--- src/rtl/mem_access_ctrl.sv ---
// Load/store sequencer between execute stage and a combinational-read word memory.
// Sub-word stores are read-modify-write; loads are lane-extracted and extended.
module mem_access_ctrl #(
   parameter int MEM_WORDS = 256
) (
   input  logic        clk,
   input  logic        rst_n,
   input  logic        req_valid,
   output logic        req_ready,
   input  logic        req_we,
   input  logic [1:0]  req_size,
   input  logic        req_unsigned,
   input  logic [31:0] req_addr,
   input  logic [31:0] req_wdata,
   output logic        rsp_valid,
   input  logic        rsp_ready,
   output logic [31:0] rsp_rdata,
   output logic        rsp_err,
   output logic [31:0] mem_addr,
   output logic [31:0] mem_wdata,
   output logic        mem_we,
   output logic        mem_re,
   input  logic [31:0] mem_rdata
);

   typedef enum logic [1:0] {IDLE, RD, WR, RESP} state_t;

   localparam logic [31:0] MEM_WORDS_U = 32'(MEM_WORDS);

   state_t      state_q, state_d;
   logic        we_q, we_d;
   logic [1:0]  size_q, size_d;
   logic        uns_q, uns_d;
   logic [1:0]  lane_q, lane_d;
   logic [15:0] wdata_q, wdata_d;
   logic [31:0] mem_addr_q, mem_addr_d;
   logic [31:0] mem_wdata_q, mem_wdata_d;
   logic [31:0] rsp_rdata_q, rsp_rdata_d;
   logic        rsp_err_q, rsp_err_d;

   logic        accept;
   logic        req_err;
   logic [7:0]  rd_byte;
   logic [15:0] rd_half;
   logic [31:0] load_val;
   logic [31:0] merged;

   assign accept = req_valid && (state_q == IDLE);

   always_comb begin
      req_err = (req_size == 2'b11)
             || (req_size == 2'b01 && req_addr[0])
             || (req_size == 2'b10 && req_addr[1:0] != 2'b00)
             || ({2'b00, req_addr[31:2]} >= MEM_WORDS_U);
   end

   always_ff @(posedge clk or negedge rst_n) begin
      if (!rst_n) begin
         state_q     <= IDLE;
         we_q        <= 1'b0;
         size_q      <= 2'b00;
         uns_q       <= 1'b0;
         lane_q      <= 2'b00;
         wdata_q     <= 16'h0;
         mem_addr_q  <= 32'h0;
         mem_wdata_q <= 32'h0;
         rsp_rdata_q <= 32'h0;
         rsp_err_q   <= 1'b0;
      end else begin
         state_q     <= state_d;
         we_q        <= we_d;
         size_q      <= size_d;
         uns_q       <= uns_d;
         lane_q      <= lane_d;
         wdata_q     <= wdata_d;
         mem_addr_q  <= mem_addr_d;
         mem_wdata_q <= mem_wdata_d;
         rsp_rdata_q <= rsp_rdata_d;
         rsp_err_q   <= rsp_err_d;
      end
   end

   // RD with a store latched can only be a sub-word store; word stores skip RD.
   always_comb begin
      state_d = state_q;
      case (state_q)
         IDLE: begin
            if (accept) begin
               if (req_err)                          state_d = RESP;
               else if (!req_we || req_size != 2'b10) state_d = RD;
               else                                   state_d = WR;
            end
         end
         RD:      state_d = we_q ? WR : RESP;
         WR:      state_d = RESP;
         RESP:    if (rsp_ready) state_d = IDLE;
         default: state_d = IDLE;
      endcase
   end

   always_comb begin
      rd_byte = mem_rdata[{lane_q, 3'b000} +: 8];
      rd_half = mem_rdata[{lane_q[1], 4'b0000} +: 16];
      case (size_q)
         2'b00:   load_val = {{24{~uns_q & rd_byte[7]}}, rd_byte};
         2'b01:   load_val = {{16{~uns_q & rd_half[15]}}, rd_half};
         default: load_val = mem_rdata;
      endcase
      merged = mem_rdata;
      if (size_q == 2'b00) merged[{lane_q, 3'b000} +: 8] = wdata_q[7:0];
      else                 merged[{lane_q[1], 4'b0000} +: 16] = wdata_q;
   end

   always_comb begin
      we_d        = we_q;
      size_d      = size_q;
      uns_d       = uns_q;
      lane_d      = lane_q;
      wdata_d     = wdata_q;
      mem_addr_d  = mem_addr_q;
      mem_wdata_d = mem_wdata_q;
      rsp_rdata_d = rsp_rdata_q;
      rsp_err_d   = rsp_err_q;
      case (state_q)
         IDLE: begin
            if (accept) begin
               we_d        = req_we;
               size_d      = req_size;
               uns_d       = req_unsigned;
               lane_d      = req_addr[1:0];
               wdata_d     = req_wdata[15:0];
               rsp_rdata_d = 32'h0;
               rsp_err_d   = req_err;
               // Memory-side registers only move when an access will follow.
               if (!req_err) begin
                  mem_addr_d = {2'b00, req_addr[31:2]};
                  if (req_we && req_size == 2'b10) mem_wdata_d = req_wdata;
               end
            end
         end
         RD: begin
            if (we_q) mem_wdata_d = merged;
            else      rsp_rdata_d = load_val;
         end
         default: ;
      endcase
   end

   always_comb begin
      req_ready = (state_q == IDLE);
      rsp_valid = (state_q == RESP);
      mem_re    = (state_q == RD);
      mem_we    = (state_q == WR);
      rsp_rdata = rsp_rdata_q;
      rsp_err   = rsp_err_q;
      mem_addr  = mem_addr_q;
      mem_wdata = mem_wdata_q;
   end

endmodule

--- config.mk ---
export PLATFORM = sky130hd
export DESIGN_NAME = mem_access_ctrl
export DESIGN_NICKNAME = d
export VERILOG_FILES = /design/src/rtl/mem_access_ctrl.sv
export SDC_FILE = /design/constraint.sdc
export NUM_CORES = 1
export LEC_CHECK = 0
export BUFFER_PORTS_ARGS = -buffer_cell sky130_fd_sc_hd__buf_2
export CAP_MARGIN = 20
export CELL_PAD_IN_SITES_DETAIL_PLACEMENT = 1
export CELL_PAD_IN_SITES_GLOBAL_PLACEMENT = 2
export CORE_ASPECT_RATIO = 1.5
export CORE_MARGIN = 2
export CORE_UTILIZATION = 34
export CTS_CLUSTER_DIAMETER = 100
export DETAILED_ROUTE_END_ITERATION = 10
export GPL_TIMING_DRIVEN = 0
export PLACE_DENSITY_LB_ADDON = 0.1
export SYNTH_ARGS = -nofsm -noshare
export SYNTH_HDL_FRONTEND = slang
export SYNTH_SLANG_ARGS = --single-unit
--- constraint.sdc ---
create_clock -name clk -period 5.5 [get_ports clk]
set_clock_uncertainty 0.2 [all_clocks]
set_input_delay 0.275 -clock clk [delete_from_list [all_inputs] [get_ports clk]]
set_output_delay 0.275 -clock clk [all_outputs]
set_load 0.02 [all_outputs]
==> out/qor.yml, run 1 <==
clock_network:
  cts_resized: 0
  clk_latency_ns: 0.43
  cts.htree.levels: 4
  cts_buffers: 17
  cts_tree: "done"
  cts.sinks: 119
  cts.clk_slew.worst_paths_ns: 0.05
  cts.root.buffer_cell: "clkbuf_16"
  post_cts_buffers: 0
  clockBufferDepth: 2
power_and_ir_drop:
  p_leak_nw: 4.52
  power_w: 0.00488
  vdd_drop_max_mv: 0.205
  p_switching_w: 0.00213
  seqPwrFrac_pct: 28.2
  powerDensity_nw_per_um2: 554
  p_sw_share_pct: 43.7
  p_comb_share_pct: 50.4
  p_int_w: 0.00275
  pwr-share-clk_pct: 21.4
global_routing:
  antenna_found_initial: 0
  gr-usage-all-layers_pct: 25.8
  grt_first_pass_wirelength_mm: 40.2
  grt_pass1_vias: 6876
  grt_start_max_net_pins: 69
  grt-ovfl-total: 0
route:
  drc: 0
  dr.pass1.iters: 4
  ant_nets: 0
  drt_iter0_markers: 229
  finalWirelength_mm: 25.6
  vias: 6173
  via_per_inst: 5.24
  routedWlPerCell_um: 21.8
final_layout:
  fin_util_pct: 46.3
  drive_above_1_share_pct: 35.7
  nets: 1022
  antenna_cells: 0
  fillCellCount: 2205
  syn2layout_area_growth_pct: 34.3
synth:
  yosys.cell_count.top_type: "dfrtp_1"
  syn_area_um2: 6550
  syn-instance-count: 652
  yosys-top-cells-area: "dfrtp_1, mux2_2, mux2_4"
  async_flop_share_pct: 100
  yosysTopAreaCellShare_pct: 45.4
  ys_warn_count: 0
  synth_top_cell_by_area: "dfrtp_1"
  ys_seq_elements: 119
  synthFlopType: "dfrtp_1"
  synth.distinct_cells: 46
  synth_edf_count: 0
  synthTopCellsByCount: "dfrtp_1, nand2_1, o21ai_0"
  syn_area_per_cell_um2: 10.1
  synth-seq-area-share_pct: 45.4
sta:
  setup_viol: 0
  hold_violations: 0
  worst_slack_ns: 2.58
  slew_violations: 0
  period_needed_ns: 2.92
  max-slew-margin-rel_pct: 34.9
  finalCritPeriodShare_pct: 53.0
  rsz0062_at_grt: "no"
  worstMarginPinSlew_ns: 0.968
  max_clock_freq_mhz: 343
  setup_tns_ns: 0
floorplanning:
  fp.dieW_um: 117
  start_util_pct: 34.5
  io_pins: 205
  die_h_um: 174
  coreArea_um2: 19000
  row_count: 62
  die_area_um2: 20400
worst_hold_path:
  hold_depth: 3
  hold_class: "in -> reg"
placement:
  gp_congestion: 0.872
  dpl.hpwl_mm: 19.4
  dp_slack_ns: 2.57
  portBuffers: 202
critical_path:
  worstSetupPathType: "reg -> reg"
  critical_path_required_ns: 5.67
  worstPathMaxFanout: 10
  reg2reg_depth: 7
  cp_data_arrival_time_ns: 3.08
  end_kind: "flop"
  startpoint_type: "flop"
outcome:
  run_status: "finished clean"
job:
  cap_violations: 0
## final timing paths
path	to	start	slack (ns)
setup / recovery	mem_wdata[31]	lane_q[1]	2.58
hold / removal	rsp_rdata[6]	mem_rdata[6]	0.03
setup reg to reg	mem_wdata[31]	lane_q[1]	2.58
hold reg to reg	rsp_rdata[1]	rsp_rdata[1]	0.27
max in group asynchronous	wdata_q[15]	rst_n	4.22
min in group asynchronous	rsp_rdata[21]	rst_n	0.17
## state kept, by name (all words and copies together) (netlist names)
signal,cells
mem_addr,30
rsp_rdata,32
size_q,2
mem_wdata,32
uns_q,1
wdata_q,16
state_q,2
we_q,1
rsp_err,1
lane_q,2
## metal layers
metal	routed length [µm]	part of all wire [%]	track usage [%]
met1	10000	39	29.1
met2	13800	54	47.8
met3	1210	4.7	5.58
met4	614	2.4	8.99
met5	0	0	0
## stage by stage
stage | cell area (µm²) | std cells | hold WS [ns]
after global placement | 7890 | 1111 | 0.256
after floorplan | 6560 | 653 | -0.221
after CTS | 8800 | 1177 | 0.0162
after detailed placement | 7920 | 1112 | 0.0642
after global routing | 8800 | 1177 | 0.0278
final | 8800 | 1177 | 0.0312
## cell families (layout without fill, tap and decap cells)
group / count (synthesis) / in the layout / share of synthesized area (%)
buffers and inverters: 100 / 368 / 6.99
muxes: 75 / 75 / 14.5
and+or+nand+nor: 146 / 146 / 11.2
AOI/OAI and AO/OA: 202 / 202 / 20.1
DFF: 119 / 119 / 45.4
adders and majority gates: 9 / 9 / 1.72
other: 1 / 2 / 0.0572
## cell usage in the layout (no fill, tap or decap), drive strengths merged, types with 22 or more instances in the layout
| cell type | Yosys | final |
|---|---|---|
| inv | 52 | 52 |
| a221oi | 37 | 37 |
| dfrtp | 119 | 119 |
| mux2 | 71 | 71 |
| dlygate4sd3 | 0 | 34 |
| clkbuf | 32 | 54 |
| nand2 | 69 | 69 |
| buf | 16 | 219 |
| nor2 | 22 | 22 |
| o21ai | 74 | 74 |
| o22ai | 30 | 30 |
| nor2b | 24 | 24 |
| a21oi | 30 | 30 |
## power groups by stage
| stage | Combinational (W) | Sequential [W] | Clock (W) |
|---|---|---|---|
| floorplan | 0.00146 | 0.00153 | 0 |
| global placement | 0.00238 | 0.00137 | 0 |
| detailed placement | 0.00244 | 0.00138 | 0 |
| CTS | 0.00248 | 0.00137 | 0.00107 |
| global route | 0.00268 | 0.00141 | 0.00111 |
| finish | 0.00246 | 0.00138 | 0.00104 |
## critical path, cell delays in order (launching register included)
cell and delay [ns]:
dfrtp_1 0.40, buf_4 0.18, inv_1 0.26, ha_1 0.36, nor3_1 0.81, a221oi_1 0.18, o22ai_1 0.27, mux2_2 0.20
## layout make-up
cell class	instances	area (µm²)	area share, %
inverters	52	195	2.22
well taps	256	320	3.64
clock buffers	22	464	5.27
multi-input cells	434	3120	35.5
flip-flops and latches	119	2980	33.8
clock inverters	9	77.6	0.881
plain buffers	48	263	2.98
repair buffers	237	1390	15.7
## what timing repair did
| action | 4_1_cts | 5_1_grt |
|---|---|---|
| endpoints found under the setup margin | 0 | 0 |
| hold endpoints to repair | 84 | 0 |
| hold buffers | 34 | 0 |
Power figures use the tool's default switching activity.
==> run 2, diff against run 1 <==
- CORE_UTILIZATION: 34 -> 28
- clock period: 5.5 -> 2.6 ns (I/O delays scaled with it)
==> out/qor.yml, run 2 (synthesis results as in run 1) <==
power_and_ir_drop:
  power_w: 0.0110
  vdd_drop_max_mv: 0.547
  p_leak_nw: 4.78
  powerDensity_nw_per_um2: 1170
route:
  vias: 6309
  finalWirelength_mm: 26.2
  drc: 0
  ant_nets: 0
  dr.pass1.iters: 4
  drt_iter0_markers: 307
  routedWlPerCell_um: 21.2
  via_per_inst: 5.09
job:
  cap_violations: 0
sta:
  max-slew-margin-rel_pct: 56.5
  finalCritPeriodShare_pct: 96.1
  setup_tns_ns: 0
  slew_violations: 0
  rsz0062_at_grt: "no"
  max_clock_freq_mhz: 400
  worstMarginPinSlew_ns: 0.652
  setup_viol: 0
  hold_violations: 0
  period_needed_ns: 2.50
critical_path:
  critical_path_required_ns: 2.76
  reg2reg_depth: 7
  reg2reg_setup_slack_ns: 0.10
  setup.worst_path.end: "mem_wdata[31]"
  worstSetupPathType: "reg -> reg"
  r2r-end: "mem_wdata[31]"
  cp_data_arrival_time_ns: 2.66
  r2r-start: "lane_q[1]"
  startpoint_type: "flop"
  end_kind: "flop"
  worstPathMaxFanout: 10
  crit_start: "lane_q[1]"
worst_hold_path:
  hold_class: "in -> reg"
final_layout:
  drive_above_1_share_pct: 36.5
  syn2layout_area_growth_pct: 44.4
  final_cell_mix: "buf_2, dfrtp_1, nand2_1, dlygate4sd3_1, o21ai_0"
  layout_commonest_cell: "buf_2"
  antenna_cells: 0
  nets: 1060
  fin_util_pct: 41.2
clock_network:
  cts.root.buffer_cell: "clkbuf_16"
  cts_tree: "done"
  clk_latency_ns: 0.43
  clockBufferDepth: 2
  cts_buffers: 17
  cts.clk_slew.worst_paths_ns: 0.05
  cts.htree.levels: 4
  cts.sinks: 119
floorplanning:
  row_count: 68
  start_util_pct: 28.5
  fp.dieW_um: 129
  coreArea_um2: 23000
  die_h_um: 191
  die_area_um2: 24700
  io_pins: 205
placement:
  dpl.hpwl_mm: 19.8
  portBuffers: 202
  gp_congestion: 0.863
global_routing:
  grt_first_pass_wirelength_mm: 40.2
  antenna_found_initial: 1
  grt_pass1_vias: 6908
  gr-usage-all-layers_pct: 21.8
  grt_start_max_net_pins: 89
  grt-ovfl-total: 0
outcome:
  run_status: "finished clean"
[run 2: changes by cell type in the layout (fill, tap and decap cells not counted), sizes merged]
cell / previous run / this run
dlygate4sd3: 34 / 69
inv: 52 / 51
clkinv: 5 / 1
buf: 219 / 222
clkbuf: 54 / 57
bufinv: 1 / 5
clkinvlp: 3 / 2
[run 2: worst max-delay path, cell delays in order, from the launching register on]
cell and delay, ns:
dfrtp_1 0.38, buf_4 0.21, clkinvlp_4 0.25, ha_4 0.32, nor3_2 0.48, a221oi_1 0.19, o22ai_1 0.22, mux2_2 0.18
[run 2: metrics by stage]
step	hold WS (ns)	cells	instance area, µm²	setup WS [ns]
after floorplan	-0.366	653	6560	0.301
after global placement	0.162	1135	7920	-0.390
after detailed placement	-0.162	1136	7950	-0.281
after CTS	0.00194	1238	9350	0.00278
after global routing	0.0395	1240	9460	0.0170
final	0.00909	1240	9460	0.102
[run 2: metal layers]
layer,track usage (%),vias up,wire length (µm)
met5,0,-,18
met4,9.70,2,1030
met3,4.42,46,1240
met2,38.2,206,13400
met1,25.5,3135,10600
li1,-,2920,-
[run 2: area by class of cell]
class	instances	area, µm²
plain buffers	48	274
clock buffers	25	505
clock inverters	7	163
fillers	2634	13500
inverters	52	199
multi-input cells	434	3200
flip-flops and latches	119	2980
well taps	280	350
repair buffers	275	1800
[run 2: repair_timing]
action | in CTS | in global routing
setup buffers | 0 | 2
cloned | 0 | 0
hold buffers | 70 | 0
pin swaps | 0 | 2
setup endpoints to repair | 20 | 54
gates resized for setup | 6 | 24
endpoints found under the hold margin | 192 | 0
[run 2: how the worst min path moves through the flow]
stage                        startpoint             to  slack (ns)  cells after the start
after floorplan                   rst_n      lane_q[0]       -0.37                      0
after global placement      req_addr[6]    mem_addr[4]        0.16                      2
after detailed placement          rst_n  rsp_rdata[20]       -0.16                      1
after CTS                 mem_rdata[20]  rsp_rdata[20]       0.002                      3
after global routing              rst_n  rsp_rdata[14]        0.04                      3
final                     mem_rdata[20]  rsp_rdata[20]       0.009                      3
[run 2: report_power, final]
part | total (W) | switching [W] | internal [W]
registers | 0.00291 | 0.000493 | 0.00242
clock network | 0.00271 | 0.000879 | 0.00183
logic | 0.00540 | 0.00321 | 0.00219
total | 0.0110 | 0.00459 | 0.00644
